## src/rtl/hbridge_chopper.sv

```systemverilog
// Fixed-off-time current chopper for one H-bridge coil with dead-time insertion and leading-edge blanking.
// Define HBRIDGE_MIXED_DECAY_EN for a mixed off phase: fast decay first, then slow decay.
module hbridge_chopper #(
    parameter int DEADTIME    = 3,
    parameter int BLANK       = 8,
    parameter int TOFF        = 32,
    parameter int FAST_CYCLES = 8
) (
    input  logic               clk,
    input  logic               resetn,
    input  logic               enable,
    input  logic signed [12:0] target,
    input  logic signed [12:0] current,
    output logic               high_1,
    output logic               low_1,
    output logic               high_2,
    output logic               low_2,
    output logic               peak,
    output logic [2:0]         phase
);

    localparam int MAX_DB = (DEADTIME > BLANK) ? DEADTIME : BLANK;
    localparam int MAXC   = (MAX_DB > TOFF) ? MAX_DB : TOFF;
    localparam int CW     = $clog2(MAXC + 1);

    localparam logic [CW-1:0] CNT_MAX    = CW'(MAXC);
    localparam logic [CW-1:0] DEAD_LAST  = CW'(DEADTIME - 1);
    localparam logic [CW-1:0] BLANK_LAST = CW'(BLANK - 1);
    localparam logic [CW-1:0] TOFF_LAST  = CW'(TOFF - 1);
    localparam logic [CW-1:0] FAST_LAST  = CW'(FAST_CYCLES - 1);

`ifdef HBRIDGE_MIXED_DECAY_EN
    localparam bit MIXED = 1'b1;
`else
    localparam bit MIXED = 1'b0;
`endif

    typedef enum logic [2:0] {
        S_IDLE     = 3'd0,
        S_DEAD     = 3'd1,
        S_ON       = 3'd2,
        S_OFF_FAST = 3'd3,
        S_OFF_SLOW = 3'd4
    } state_t;

    localparam state_t OFF_ENTRY = MIXED ? S_OFF_FAST : S_OFF_SLOW;

    state_t        state, state_n;
    state_t        after_state, after_n;
    logic          dir, dir_n;
    logic          peak_n;
    logic [CW-1:0] cnt;
    logic [CW-1:0] toff;
    logic [3:0]    gates_n;

    logic target_nz;
    logic sign_flip;
    logic reached;
    logic active;

    assign target_nz = (target != 13'sd0);
    assign sign_flip = target_nz && (target[12] != dir);
    assign reached   = !target_nz || (dir ? (current <= target) : (current >= target));
    assign active    = (state == S_ON) || (state == S_OFF_FAST) || (state == S_OFF_SLOW);
    assign phase     = state;

    // A direction change requested while already in DEAD just retargets the pending state,
    // since the bridge is already off and the dead time in progress still covers it.
    always_comb begin
        state_n = state;
        after_n = after_state;
        dir_n   = dir;
        peak_n  = 1'b0;
        if (active && !enable) begin
            state_n = S_DEAD;
            after_n = S_IDLE;
        end else if (active && sign_flip) begin
            dir_n   = target[12];
            state_n = S_DEAD;
            after_n = S_ON;
        end else begin
            case (state)
                S_IDLE: begin
                    if (enable && target_nz) begin
                        dir_n   = target[12];
                        state_n = S_DEAD;
                        after_n = S_ON;
                    end
                end
                S_DEAD: begin
                    if (!enable) begin
                        after_n = S_IDLE;
                    end else if (sign_flip) begin
                        dir_n   = target[12];
                        after_n = S_ON;
                    end
                    if (cnt >= DEAD_LAST) begin
                        state_n = after_n;
                    end
                end
                S_ON: begin
                    if (cnt >= BLANK_LAST && reached) begin
                        peak_n  = 1'b1;
                        state_n = S_DEAD;
                        after_n = OFF_ENTRY;
                    end
                end
                S_OFF_FAST: begin
                    if (toff >= FAST_LAST) begin
                        state_n = S_DEAD;
                        after_n = S_OFF_SLOW;
                    end
                end
                S_OFF_SLOW: begin
                    if (toff >= TOFF_LAST && target_nz) begin
                        state_n = S_DEAD;
                        after_n = S_ON;
                    end
                end
                default: begin
                    state_n = S_IDLE;
                    after_n = S_IDLE;
                end
            endcase
        end
    end

    // Gate pattern for the state being entered, ordered {high_1, low_1, high_2, low_2}.
    always_comb begin
        gates_n = 4'b0000;
        case (state_n)
            S_ON:       gates_n = dir_n ? 4'b0110 : 4'b1001;
            S_OFF_FAST: gates_n = dir_n ? 4'b1001 : 4'b0110;
            S_OFF_SLOW: gates_n = 4'b0101;
            default:    gates_n = 4'b0000;
        endcase
    end

    always_ff @(posedge clk or negedge resetn) begin
        if (!resetn) begin
            state       <= S_IDLE;
            after_state <= S_IDLE;
            dir         <= 1'b0;
            peak        <= 1'b0;
            high_1      <= 1'b0;
            low_1       <= 1'b0;
            high_2      <= 1'b0;
            low_2       <= 1'b0;
        end else begin
            state                        <= state_n;
            after_state                  <= after_n;
            dir                          <= dir_n;
            peak                         <= peak_n;
            {high_1, low_1, high_2, low_2} <= gates_n;
        end
    end

    // The off-time counter spans both decay states and skips DEAD, so it only clears
    // when a fresh ON phase starts or the bridge returns to IDLE.
    always_ff @(posedge clk or negedge resetn) begin
        if (!resetn) begin
            cnt  <= '0;
            toff <= '0;
        end else begin
            if (state_n != state) begin
                cnt <= '0;
            end else if (cnt != CNT_MAX) begin
                cnt <= cnt + 1'b1;
            end
            if ((state_n == S_ON && state != S_ON) || state_n == S_IDLE) begin
                toff <= '0;
            end else if ((state == S_OFF_FAST || state == S_OFF_SLOW) && toff != CNT_MAX) begin
                toff <= toff + 1'b1;
            end
        end
    end

endmodule

```

## config.mk

```make
export PLATFORM = sky130hd
export DESIGN_NAME = hbridge_chopper
export DESIGN_NICKNAME = d
export VERILOG_FILES = /design/src/rtl/hbridge_chopper.sv
export SDC_FILE = /design/constraint.sdc
export NUM_CORES = 1
export LEC_CHECK = 0
export BUFFER_PORTS_ARGS = -buffer_cell sky130_fd_sc_hd__buf_2
export CAP_MARGIN = 20
export CORE_AREA = 2 2 76 78
export CTS_BUF_LIST = sky130_fd_sc_hd__clkbuf_16
export DETAILED_ROUTE_END_ITERATION = 6
export DIE_AREA = 0 0 78 80
export PLACE_DENSITY = 0.49
export SLEW_MARGIN = 40
export SYNTH_ARGS = -nofsm -noshare
export SYNTH_HDL_FRONTEND = slang
export SYNTH_SLANG_ARGS = --single-unit
```

## constraint.sdc

```tcl
create_clock -name clk -period 2.5 [get_ports clk]
set_input_delay 0 -clock clk [delete_from_list [all_inputs] [get_ports clk]]
set_output_delay 0 -clock clk [all_outputs]
set_load 0.01 [all_outputs]
```

==> out/qor.csv <==
stage,metric,value,unit
clocking,Longest Clk Path Bufs,2,
floorplan,die height,80,um
logic_synthesis,"top cells by area, synth","dfrtp_1, ha_1, inv_1, xnor2_1, a21oi_1",
detailed_routing,via count of the routed design,1632,
power_and_ir_drop,static leakage,1.15,nW
setup_path,Crit Path Category,reg -> reg,
setup_path,Setup crit end kind,flip-flop,
timing,fin. max-slew vios,0,
layout,n_diodes,0,
timing,RSZ-0062 raised after global routing,no,
setup_path,crit path buf inv count,1,
timing,final period demand of the worst path,2320,ps
logic_synthesis,post-synth top area share,32.9,%
setup_path,"Cell Chain, Critical Path",xor2_2 > o41ai_2 > buf_4 > a311o_1 > nand3_1 > o311a_1 > o21ai_4 > o21a_1 > nor3_1,
timing,Slew headroom,57.9,%
global_routing,antenna violations before repair,0,
logic_synthesis,Post-Syn Area,1820,um2
detailed_routing,# DRC,0,
floorplan,num rows,27,
floorplan,die area,6240,um2
worst_hold_path,hold depth,3,
logic_synthesis,register area share after synthesis,32.9,%
logic_synthesis,"Primary FF master, synth",dfrtp_1,
detailed_routing,initial DRC count,81,
worst_hold_path,Min-Delay Path Class,in -> reg,
setup_path,CP Launch Type,flip-flop,
setup_path,Critical-path top delay cell,dfrtp_1,
setup_path,FF-to-FF End,cnt[5],
global_routing,Overflow after GRT,0,
setup_path,cells on worst reg2reg path,9,
logic_synthesis,Syn Area/Cell,8.90,um2
clocking,CTS tree,built,
detailed_routing,Pre-Repair DR Iteration Count,4,
clocking,clk root buf,clkbuf_16,
global_routing,largest net degree at the start of global routing,25,
global_routing,Tot GR Track Use,14.2,%
timing,Hold Fails Final Rpt,0,
logic_synthesis,Mapped Nets,252,
logic_synthesis,most instantiated cells after synthesis,"dfrtp_1, inv_1, ha_1, nor2_1, nand2_1",
timing,Final period util,92.9,%
layout,Final nets,306,
layout,fraction of layout cells with a size suffix above 1,26.4,%
detailed_routing,number of antenna-violating nets in the routed design,0,
logic_synthesis,Synth Instances,205,
logic_synthesis,Yosys top cell by area,dfrtp_1,
clocking,worst-skew pair later-pin latency,260,ps
global_routing,vias in the first global route,1605,
timing,Highest Clock Rate,0.431,GHz
setup_path,"CP delay by family, top",compound AO/OA/AOI/OAI gates,
layout,Syn-to-layout area delta,27.5,%
setup_path,largest incremental delay on the critical path,430,ps
logic_synthesis,Synth Register Bits,24,
setup_path,"Req. time, crit path",2670,ps
setup_path,CP Max Fanout,6,
detailed_routing,wire per inst,12.4,um
clocking,# clock sinks,24,
detailed_routing,DR vias/cell,4.95,
placed_design,Placer Congestion,0.868,
floorplan,Initial Util,33.8,%
status,status,"finished, final reports clean",
floorplan,die width,78,um
clocking,Clock transition at path regs,60,ps
worst_hold_path,Hold Crit Start,enable,
clocking,CTS buffer count,3,
layout,Fillers,552,
placed_design,placed wire-length estimate,3340,um
timing,Tightest Pin Transition,626,ps
logic_synthesis,distinct cell type count after synthesis,55,
floorplan,area of the core,5410,um2
placed_design,Buffers on Ports,36,
logic_synthesis,fraction of registers with async set or reset after synthesis,100,%
timing,setup TNS,0,ps
worst_hold_path,hold path endpoint,after_state[1],
power_and_ir_drop,Max IR drop VDD,378,uV
flow_run,MaxCap Viol Count,0,
timing,Setup Skew,3.21,ps
setup_path,CP arrival,2500,ps
detailed_routing,final WL,4090,um
power_and_ir_drop,cell area power density,803,nW/um2
floorplan,I/O pins,37,
timing,final setup vio count,0,
setup_path,r2r setup slk,180,ps
clocking,H-tree depth,1,
global_routing,first-pass GRT wire length,7160,um
setup_path,Critical R2R Launch,dir,
power_and_ir_drop,total chip power,1.87,mW
logic_synthesis,"EDFF count, synth",0,
logic_synthesis,Synth warnings,0,
cell type report:
class	count	area [um2]	share of cell area (%)
clock inverter	1	30.0	1.29
multi-input combinational	153	1130	48.6
timing repair buffer	53	310	13.3
inverter	24	90.1	3.87
sequential	24	601	25.8
clock buffer	3	75.1	3.23
tap	72	90.1	3.87
placed cells by master, fill, tap and decap left out, types with 2 or more instances in the layout:
cell / count
a21o_1: 2
a21oi_1: 11
a31oi_1: 2
a41o_1: 2
buf_2: 36
buf_4: 16
clkbuf_16: 3
dfrtp_1: 24
ha_1: 18
inv_1: 24
mux2i_1: 3
nand2_1: 13
nand2b_1: 2
nand3_1: 10
nand4_1: 3
nor2_1: 14
nor2b_1: 3
nor3_1: 6
nor4_1: 3
o21ai_0: 6
o21ai_1: 2
o21bai_1: 2
or2_2: 2
or3_1: 2
or4_1: 4
xnor2_1: 7
xor2_1: 5
worst max path at each step:
stage                          from             end  slack, ps  cells past startpoint
after floorplan           target[7]  after_state[0]        190                      9
after global placement    target[7]          cnt[5]         60                      9
after detailed placement  target[9]  after_state[0]          5                      9
after CTS                       dir          cnt[5]        130                      9
after global routing            dir          cnt[5]          6                      9
final                           dir          cnt[5]        180                      9
worst reg2reg max path, stage by stage (launching register included):
cell and delay [ps]:
dfrtp_1 430, xor2_2 220, o41ai_2 100, buf_4 170, a311o_1 340, nand3_1 130
o311a_1 280, o21ai_4 110, o21a_1 260, nor3_1 210
through the flow:
| step | hold WS (ps) | cell area (um2) | worst slack, ps | util (%) | cells |
|---|---|---|---|---|---|
| floorplan | -296 | 1820 | 186 | - | 205 |
| global placement | 32.5 | 2200 | 56.6 | 40.7 | 325 |
| detailed placement | 34.4 | 2200 | 5.07 | 40.7 | 325 |
| CTS | 126 | 2310 | 129 | 42.8 | 330 |
| global route | 146 | 2330 | 5.85 | 43.0 | 330 |
| finish | 130 | 2330 | 178 | 43.0 | 330 |
cells by family after synthesis:
| kind of cell | count (synthesis) | share of synthesized area [%] |
|---|---|---|
| buffers and inverters | 28 | 5.83 |
| AOI/OAI and AO/OA | 46 | 19.3 |
| muxes | 3 | 1.65 |
| adders and majority gates | 18 | 12.3 |
| xor gates and xnor gates | 13 | 6.24 |
| and+or+nand+nor | 73 | 21.7 |
| DFF | 24 | 32.9 |
where the power goes:
group	switching (mW)	internal [mW]
clock network	0.139	0.318
registers	0.0865	0.475
logic	0.466	0.383
per-layer routing:
layer / track usage, % / part of all wire [%]
met5: 0 / 0
met4: 2.46 / 0.34
met3: 2.71 / 3.2
met2: 23.7 / 46
met1: 19.5 / 50
registers in the layout (all words and copies together), names as in the netlist:
signal / flops
low_1: 1
phase: 3
dir: 1
cnt: 6
after_state: 3
low_2: 1
toff: 6
peak: 1
high_1: 1
high_2: 1
repair_timing:
action,4_1_cts,5_1_grt
hold endpoints to repair,24,0
endpoints found under the setup margin,0,4
setup buffers,0,0
hold buffers,1,0
gates resized for setup,0,2
Note: power is estimated with default switching activity, not from simulation.
